==> src/rtl/motor_driver.sv <==
// motor_driver: decodes the navigation controller's motion commands into
// left/right wheel PWM + direction, times turn and rotate manoeuvres with a
// cycle counter and returns a done handshake.
// Optional build macro: MOTOR_SOFT_START_EN (duty ramp on entry to FWD/ROT).
//
// Command/done handshake: a command line is a level. A timed manoeuvre runs
// while its command stays the highest-priority active one; on completion
// done rises and stays high until that command drops (or is overridden), and
// the manoeuvre does not restart until the command is released and asserted
// again. busy and done are mutually exclusive.
module motor_driver #(
   parameter int PWM_PERIOD    = 16,
   parameter int PWM_DUTY      = 12,
   parameter int TURN_CYCLES   = 200,
   parameter int ROTATE_CYCLES = 400
) (
   input  logic clk,
   input  logic reset,
   input  logic stop_motor,
   input  logic front_motor,
   input  logic turn_left,
   input  logic turn_right,
   input  logic rotate,
   output logic done,
   output logic busy,
   output logic left_pwm,
   output logic left_dir,
   output logic right_pwm,
   output logic right_dir
);

   localparam int MAN_MAX = (ROTATE_CYCLES > TURN_CYCLES) ? ROTATE_CYCLES : TURN_CYCLES;
   localparam int CNT_W   = $clog2(MAN_MAX + 1);
   // One extra code so a duty equal to the full period is representable.
   localparam int PWM_W   = $clog2(PWM_PERIOD + 1);

   localparam logic [CNT_W-1:0] TURN_LAST = CNT_W'(TURN_CYCLES - 1);
   localparam logic [CNT_W-1:0] ROT_LAST  = CNT_W'(ROTATE_CYCLES - 1);
   localparam logic [PWM_W-1:0] PWM_LAST  = PWM_W'(PWM_PERIOD - 1);
   localparam logic [PWM_W-1:0] DUTY_FULL = PWM_W'(PWM_DUTY);

   typedef enum logic [2:0] {
      S_IDLE,
      S_STOP,
      S_FWD,
      S_TURN_L,
      S_TURN_R,
      S_ROT,
      S_DONE
   } state_t;

   state_t           state_q, state_d;
   state_t           done_cmd_q, done_cmd_d;   // manoeuvre that completed
   state_t           cmd_state;                // state requested by the inputs
   logic [CNT_W-1:0] cnt_q, cnt_d;
   logic [PWM_W-1:0] pwm_q, pwm_d;
   logic [PWM_W-1:0] duty;
   logic             state_chg;
   logic             pwm_wrap;
   logic             pwm_on;

   // Priority decode of the command lines into the state they request.
   always_comb begin
      cmd_state = S_IDLE;
      if (stop_motor)       cmd_state = S_STOP;
      else if (rotate)      cmd_state = S_ROT;
      else if (turn_left)   cmd_state = S_TURN_L;
      else if (turn_right)  cmd_state = S_TURN_R;
      else if (front_motor) cmd_state = S_FWD;
   end

   // Next-state, manoeuvre counter and PWM counter.
   always_comb begin
      state_d    = state_q;
      done_cmd_d = done_cmd_q;
      cnt_d      = cnt_q;
      case (state_q)
         S_IDLE, S_STOP, S_FWD: state_d = cmd_state;
         S_TURN_L, S_TURN_R, S_ROT: begin
            if (cmd_state == state_q) begin
               if (cnt_q == ((state_q == S_ROT) ? ROT_LAST : TURN_LAST)) begin
                  state_d    = S_DONE;
                  done_cmd_d = state_q;
               end else begin
                  cnt_d = cnt_q + 1'b1;
               end
            end else begin
               state_d = cmd_state;
            end
         end
         S_DONE: begin
            if (cmd_state != done_cmd_q) state_d = cmd_state;
         end
         default: state_d = S_IDLE;
      endcase
      state_chg = (state_d != state_q);
      pwm_wrap  = (pwm_q == PWM_LAST);
      if (state_chg) begin
         cnt_d = '0;
         pwm_d = '0;
      end else if (pwm_wrap) begin
         pwm_d = '0;
      end else begin
         pwm_d = pwm_q + 1'b1;
      end
   end

   // State, counter and PWM registers.
   always_ff @(posedge clk) begin
      if (reset) begin
         state_q    <= S_IDLE;
         done_cmd_q <= S_IDLE;
         cnt_q      <= '0;
         pwm_q      <= '0;
      end else begin
         state_q    <= state_d;
         done_cmd_q <= done_cmd_d;
         cnt_q      <= cnt_d;
         pwm_q      <= pwm_d;
      end
   end

`ifdef MOTOR_SOFT_START_EN
   logic [PWM_W-1:0] ramp_q, ramp_d;

   // Soft-start ramp: restart at 1 on any state change, step once per frame.
   always_comb begin
      ramp_d = ramp_q;
      if (state_chg)                           ramp_d = PWM_W'(1);
      else if (pwm_wrap && ramp_q < DUTY_FULL) ramp_d = ramp_q + 1'b1;
   end

   // Ramp register.
   always_ff @(posedge clk) begin
      if (reset) ramp_q <= PWM_W'(1);
      else       ramp_q <= ramp_d;
   end

   assign duty = (state_q == S_FWD || state_q == S_ROT) ? ramp_q : DUTY_FULL;
`else
   assign duty = DUTY_FULL;
`endif

   assign pwm_on = (pwm_q < duty);

   // Wheel drive and status decoded from the registered state.
   always_comb begin
      done      = 1'b0;
      busy      = 1'b0;
      left_pwm  = 1'b0;
      left_dir  = 1'b0;
      right_pwm = 1'b0;
      right_dir = 1'b0;
      case (state_q)
         S_FWD: begin
            left_pwm  = pwm_on;
            right_pwm = pwm_on;
            left_dir  = 1'b1;
            right_dir = 1'b1;
         end
         S_TURN_L: begin
            busy      = 1'b1;
            right_pwm = pwm_on;
            right_dir = 1'b1;
         end
         S_TURN_R: begin
            busy      = 1'b1;
            left_pwm  = pwm_on;
            left_dir  = 1'b1;
         end
         S_ROT: begin
            busy      = 1'b1;
            left_pwm  = pwm_on;
            right_pwm = pwm_on;
            left_dir  = 1'b1;
         end
         S_DONE:  done = 1'b1;
         default: ;
      endcase
   end

endmodule

==> config.mk <==
export PLATFORM = sky130hd
export DESIGN_NAME = motor_driver
export DESIGN_NICKNAME = d
export VERILOG_FILES = /design/src/rtl/motor_driver.sv
export SDC_FILE = /design/constraint.sdc
export NUM_CORES = 1
export LEC_CHECK = 0
export ABC_AREA = 1
export CORE_UTILIZATION = 40
export CTS_BUF_LIST = sky130_fd_sc_hd__clkbuf_16
export CTS_CLUSTER_DIAMETER = 150
export DETAILED_ROUTE_END_ITERATION = 6
export PLACE_DENSITY = 0.65
export SKIP_CTS_REPAIR_TIMING = 1
export SLEW_MARGIN = 20
export SYNTH_ARGS = -nofsm -noshare
export SYNTH_HDL_FRONTEND = slang
export SYNTH_SLANG_ARGS = --single-unit
==> constraint.sdc <==
create_clock -name clk -period 4.7 [get_ports clk]
set_clock_uncertainty 0.1 [all_clocks]
set_input_delay 0.47 -clock clk [delete_from_list [all_inputs] [get_ports clk]]
set_output_delay 0.47 -clock clk [all_outputs]
set_load 0.1 [all_outputs]
# --- After elaboration in Yosys (flattened, before gate mapping) ---
# Cells that the tools add are included.
classes:
  n_eq_ne: 11
  n_bitwise: 1
  reduce_logical: 10
  mux: 16
  addsub: 2
  n_lt_le_gt_ge: 1
ops:
  columns: ["operator", "n"]
  rows:
  - ["$mux W3", 7]
  - ["$reduce_or A3 Y1", 5]
  - ["$add A9 B1 Y9 const B", 1]
  - ["$eq A3 B3 Y1 const B", 3]
  - ["$eq A9 B9 Y1", 1]
  - ["$mux W9", 1]
  - ["$pmux W3 S3", 1]
  - ["$eq A3 B2 Y1 const B", 2]
  - ["$mux W1", 6]
  - ["$ne A3 B3 Y1", 2]
  - ["$reduce_and A3 Y1", 2]
  - ["$add A5 B1 Y5 const B", 1]
  - ["$eq A5 B4 Y1 const B", 1]
  - ["$lt A5 B4 Y1 const B", 1]
  - ["$reduce_or A2 Y1", 2]
  - ["$eq A3 B1 Y1 const B", 1]
  - ["$eq A3 B3 Y1", 1]
  - ["$logic_not A3 Y1", 1]
  - ["$mux W2", 1]
  - ["$not A1 Y1", 1]
word_totals:
  out_inout_bits: 6
  inputBits: 7
  ff_bits: 20

# --- Depth between registers and ports, before layout ---
# Gate-level depths: netlist of the first run.
depth:
  ltp_word: 10
  depth_mapped: 16

# --- Worst setup path before layout of the first run ---
# Ideal clock, no wire load.
synth_timing:
  kind: "reg2reg"
  startpoint: "register state_q[2]"
  endpoint: "register pwm_q[0]"
  arrival_time_ns: 2.613
  setup_slack_ns: 1.924
  n_path_buf: 0
  setup_ns: 0.063
  path_stages_with_launch: 11
  path_cell_list: "dfxtp_1 inv_2 nor2_1 nand3_1 nand2_1 inv_1 nand3_2 nand2_2 nor2_8 nand3_4 nor2_2"
synth_between:
  elab_chain_cells: 8
synth_rtl:
  columns: ["element", "line_no", "rtl"]
  rows:
  - ["from (decl)", "52", "state_t state_q, state_d;"]
  - ["from (signal assigned)", "116", "state_q <= state_d;"]
  - ["$eq A3 B3 Y1", "77, 81", null]
  - ["$mux W9", "81", "if (cnt_q == ((state_q == S_ROT) ? ROT_LAST : TURN_LAST)) begin"]
  - ["$eq A9 B9 Y1", "81", null]
  - ["$mux W3", "81", null]
  - ["$mux W3", "80", "if (cmd_state == state_q) begin"]
  - ["$pmux W3 S3", "77", "case (state_q)"]
  - ["$ne A3 B3 Y1 *", "96", "state_chg = (state_d != state_q);"]
  - ["$reduce_or A3 Y1 (no line) *", null, null]
  - ["to (signal assigned)", "119", "pwm_q <= pwm_d;"]
  - ["to (decl)", "56", "logic [PWM_W-1:0] pwm_q, pwm_d;"]
# Mark *: on every way between the ends. The rest lies on a longest branch, timed or not.
# A chain may end at the register's enable or synchronous reset.

# --- Worst setup path after layout of the first run ---
layout_timing:
  startpoint: "register state_q[1]"
  endpoint: "output port right_pwm"
layout_between:
  elab_chain_cells: 3
layout_rtl:
  columns: ["element", "line_no", "rtl"]
  rows:
  - ["$eq A3 B3 Y1 / $eq A3 B2 Y1 (equally long branches)", "154", "case (state_q)"]
  - ["$reduce_or A3 Y1 (no line) *", null, null]
  - ["$mux W1 *", "154", null]
  - ["to (decl)", "28", "output logic right_pwm,"]
# Marked as above.

==> results of run 1 <==
[cells in the mapped netlist (all sizes together)]
cell type | number | area, um^2
o21a | 1 | 7.51
o21ai | 7 | 38.8
o21bai | 1 | 7.51
and3 | 10 | 62.6
a21oi | 8 | 40.0
inv | 30 | 115
nor2 | 18 | 129
nor3 | 5 | 30.0
nand4 | 1 | 6.26
dfxtp | 20 | 400
ha | 3 | 37.5
nand3 | 22 | 153
buf | 1 | 11.3
nand2 | 53 | 229
xor2 | 6 | 52.6
xnor2 | 5 | 43.8
[sequential cells by signal (all words and copies together), names as in the netlist]
| register | count |
|---|---|
| cnt_q | 9 |
| done_cmd_q | 3 |
| state_q | 3 |
| pwm_q | 5 |
[cell families (layout without fill, tap and decap cells)]
family | after synthesis | in the layout | share of synthesized area, %
flops | 20 | 20 | 29.4
xor+xnor | 11 | 11 | 7.06
fa+ha+maj | 3 | 3 | 2.75
compound gates | 17 | 17 | 6.88
simple gates | 109 | 109 | 44.7
buf+inv | 31 | 46 | 9.27
[per-layer routing]
layer / vias up / GRT usage, % / part of all wire, %
met4: 0 / 4.98 / 0.89
met3: 2 / 5.12 / 2.5
met2: 14 / 25.4 / 43
met1: 530 / 24.4 / 53
li1: 640 / - / -
met5: - / 0 / 0
[path summary, 6_finish.rpt]
kind / slack, ns / cells past startpoint / endpoint / startpoint
worst max-delay path: 1.70 / 7 / right_pwm / state_q[1]
worst min-delay path: 0.36 / 1 / pwm_q[0] / pwm_q[0]
worst max register to register: 2.62 / 13 / pwm_q[4] / cnt_q[0]
worst min register to register: 0.36 / 1 / pwm_q[0] / pwm_q[0]
[cell type report]
class	instances	area share, %
clock buffer	3	4.60
inverter	30	7.05
clock inverter	1	1.84
tap	44	3.37
sequential	20	24.5
multi-input combinational	140	51.3
timing repair buffer	12	7.36
[critical path, stage by stage (launching register included)]
cell,delay (ns)
dfxtp_1,0.55
nand2_1,0.09
inv_1,0.08
nand2_1,0.11
nand2_1,0.09
o21ai_0,0.07
inv_1,0.06
clkdlybuf4s50_1,1.12
[power breakdown]
| group | internal (uW) | switching, uW | leakage [uW] | total (uW) |
|---|---|---|---|---|
| Sequential | 172 | 4.41 | 0.000162 | 177 |
| Clock | 169 | 62.8 | 0.0000511 | 232 |
| Combinational | 26.1 | 59.2 | 0.000542 | 85.3 |
| Total | 367 | 126 | 0.000754 | 494 |
[through the flow]
step	instances	power, uW
global route	250	520
finish	250	494
CTS	250	504
floorplan	191	246
detailed placement	246	267
global placement	246	267
==> qor.txt, run 1 <==
fmax: 334 MHz
Final Hold Fails: 0
final setup fails: 0
Worst Tran Pin Value: 0.968 ns
startpoint types: flop
most frequent cells in the layout: 43 x nand2_1, 25 x inv_1, 20 x dfxtp_1
Syn Nets: 201
Yosys reg bits: 20
gr usage total: 17.3%
final net count: 217
placed inst area: 0.00153 mm^2
RSZ-0062 raised after global routing: no
Initial Util: 43.3%
Synth Instances: 191
Slew Limit Fails: 0
io pins: 13
Crit path arrival time: 2.43 ns
# DRC: 0
IO Port Bufs: 12
total grt overflow: 0
Leak Pwr: 0.000754 uW
vias post-DR: 1186
Pre-antenna DRT Iters: 4
row cnt: 20
first-pass GRT wire length: 4.65 mm
Hold Worst Slack: 0.356 ns
final core occ: 51.8%
area delta synth->final: 19.7%
final instance area: 0.00163 mm^2
minimum clock period: 3.00 ns
CP Capture Type: output port
clock slew at reported path FFs: 0.06 ns
total CTS buffers: 3
largest net degree at the start of global routing: 13
wire per inst: 10.3 um
CTS root buf: clkbuf_16
Max-Cap Viols: 0
TritonCTS clock tree: built
Core Area: 0.00315 mm^2
status: complete, no violations
Clk Latency, worst-skew pair: 0.25 ns
die height: 60.4 um
initial detailed-routing violation count: 37
Longest Clk Path Bufs: 2
Clock Sinks: 20
Routed Antenna Nets: 0
PwrDens: 302 mW/mm^2
sequential share of the synthesized area: 29.4%
mapped cell area: 0.00136 mm^2
crit share post-route: 63.7%
worst vdd ir: 0.141 mV
synth unique cells: 28
share of post-route cells with drive strength above 1: 18.9%
Die Width: 60.4 um
die area: 0.00365 mm^2
Slew HR: 35.3%
Via density: 4.74
crit-path max FO: 8
vias in the first global route: 1036
WP data required: 4.13 ns
HP Class: reg2reg
H-tree Lvls: 1
Routed Wire Length: 2.58 mm
Setup Crit Path Kind: reg2out
GP Congestion: 0.877
initial antenna violation count: 0
commonest non-fill, non-tap cell in the layout: nand2_1
FF+latch area: 400 um^2
yosys warns: 0
Syn Area/Cell: 7.14 um^2
Filler cells: 343
Place WS: 1.98 ns
final worst slack: 1.70 ns
TNS Setup: 0 ns
post-DP HPWL: 2.04 mm
Multi-input gate area: 837 um^2
ANT cells: 0
Power figures use the tool's default switching activity.
==> run 2, diff against run 1 <==
--- a/config.mk
+++ b/config.mk
@@ -10,7 +10,7 @@
 export CTS_BUF_LIST = sky130_fd_sc_hd__clkbuf_16
 export CTS_CLUSTER_DIAMETER = 150
 export DETAILED_ROUTE_END_ITERATION = 6
-export PLACE_DENSITY = 0.65
+export PLACE_DENSITY = 0.67
 export SKIP_CTS_REPAIR_TIMING = 1
 export SLEW_MARGIN = 20
 export SYNTH_ARGS = -nofsm -noshare
==> constraint.sdc (replaced) <==
create_clock -name clk -period 2.6 [get_ports clk]
set_clock_uncertainty 0.1 [all_clocks]
set_input_delay 0.26 -clock clk [delete_from_list [all_inputs] [get_ports clk]]
set_output_delay 0.26 -clock clk [all_outputs]
set_load 0.1 [all_outputs]
==> qor.txt, run 2 (synthesized netlist as in run 1, its figures left out) <==
total CTS buffers: 3
Routed Wire Length: 2.72 mm
power share of the combinational group: 17.1%
Worst Tran Pin Value: 0.415 ns
Largest regs: cnt_q x9, pwm_q x5
Layout Cells excl Fill: 250
die height: 60.4 um
H-tree Lvls: 1
Clock Sinks: 20
Clk Latency, worst-skew pair: 0.25 ns
Slew Limit Fails: 0
max reg flops: 9
placed cells: 246
total grt overflow: 0
Max Used Layer: met4
met3 routed WL: 130 um
GP Congestion: 0.879
vias post-DR: 1166
Crit path arrival time: 2.14 ns
Setup Crit Path Kind: reg2reg
Multi-input gate area: 840 um^2
Filler cells: 307
startpoint types: flop
Via density: 4.66
ANT cells: 0
Initial Util: 43.3%
final net count: 217
Pre-antenna DRT Iters: 4
Longest Clk Path Bufs: 2
crit-path max FO: 10
FF+latch area: 400 um^2
slowest stage delay, CP: 0.57 ns
status: complete, no violations
register bank with the most flops: cnt_q
M1 wire length: 1.44 mm
Met2 Wirelength: 1.12 mm
wire per inst: 10.9 um
Final Hold Fails: 0
crit share post-route: 78.8%
area delta synth->final: 18.8%
worst vdd ir: 0.397 mV
critical path cell sequence: inv_4, nand3_2, nand2_1, nand2_1, nand3_2, o21ai_1, nand2_1, nand3_1, nand2_2, nor2_8, nand3_4, nor2_2
Int Pwr: 663 uW
PwrDens: 557 mW/mm^2
share of post-route cells with drive strength above 1: 22.3%
proportion of power drawn by flip-flops and latches: 35.5%
Routed Antenna Nets: 0
RSZ-0062 raised after global routing: no
TritonCTS clock tree: built
final setup fails: 0
die area: 0.00365 mm^2
slowest cell on the critical path: dfxtp_1
post-DP HPWL: 2.00 mm
initial detailed-routing violation count: 31
gr usage total: 17.8%
commonest non-fill, non-tap cell in the layout: nand2_1
sw frac: 26.6%
largest net degree at the start of global routing: 13
clock share of power: 47.4%
Slew HR: 72.3%
row cnt: 20
Core Area: 0.00315 mm^2
CTS root buf: clkbuf_16
Switching Power: 240 uW
TNS Setup: 0 ns
Die Width: 60.4 um
IO Port Bufs: 12
Leak Pwr: 0.000766 uW
CP Capture Type: flop
WP data required: 2.69 ns
Max-Cap Viols: 0
first-pass GRT wire length: 4.78 mm
fmax: 488 MHz
clock slew at reported path FFs: 0.06 ns
vias in the first global route: 1086
minimum clock period: 2.05 ns
# DRC: 0
initial antenna violation count: 0
io pins: 13
HP Class: reg2reg
cell mode on critical path: nand2_1
most frequent cells in the layout: 43 x nand2_1, 25 x inv_1, 20 x dfxtp_1
[run 2: cell types whose count changed in the layout (fill, tap and decap cells not counted), sizes merged]
| cell | change |
|---|---|
| buf | +6 |
| clkdlybuf4s50 | -6 |
[run 2: final cells by class]
type	count	share of cell area, %
Clock buffer	3	4.63
Clock inverter	1	1.85
Inverter	30	7.10
Multi-Input combinational cell	140	51.8
Sequential cell	20	24.7
Tap cell	44	3.40
Timing Repair Buffer	12	6.49
[run 2: worst max-delay path, delay by kind of cell, from the launching register on]
| family | cells | cell delay [ns] |
|---|---|---|
| simple gates | 10 | 1.05 |
| compound gates | 1 | 0.17 |
| buf+inv | 1 | 0.09 |
| flops | 1 | 0.57 |
[run 2: path summary, 6_finish.rpt]
| path | from | endpoint | slack (ns) | depth (start not counted) |
|---|---|---|---|---|
| setup / recovery | state_q[1] | pwm_q[2] | 0.55 | 12 |
| hold / removal | pwm_q[0] | pwm_q[0] | 0.36 | 1 |
| setup reg to reg | state_q[1] | pwm_q[2] | 0.55 | 12 |
| hold reg to reg | pwm_q[0] | pwm_q[0] | 0.36 | 1 |
[run 2: metal layers]
layer,track usage [%],up-vias
met2,27.8,27
li1,-,633
met1,23.5,501
met3,4.69,5
met5,0,-
met4,6.64,0
[run 2: power groups by stage]
stage,logic (uW),clock network [uW],registers [uW]
2_1_floorplan,122,0,323
3_3_place_gp,154,0,327
3_5_place_dp,153,0,327
4_1_cts,155,433,320
5_1_grt,168,449,321
6_report,154,428,321
[run 2: per-stage QoR]
step	utilization, %	total power [uW]	worst slack [ns]	hold slack [ns]	area [um^2]
2_1_floorplan	-	446	0.338	0.229	1370
3_3_place_gp	48.1	482	0.356	0.344	1520
3_5_place_dp	48.1	481	0.328	0.351	1520
4_1_cts	51.4	908	0.537	0.365	1620
6_report	51.4	903	0.551	0.362	1620
5_1_grt	51.4	938	0.289	0.380	1620
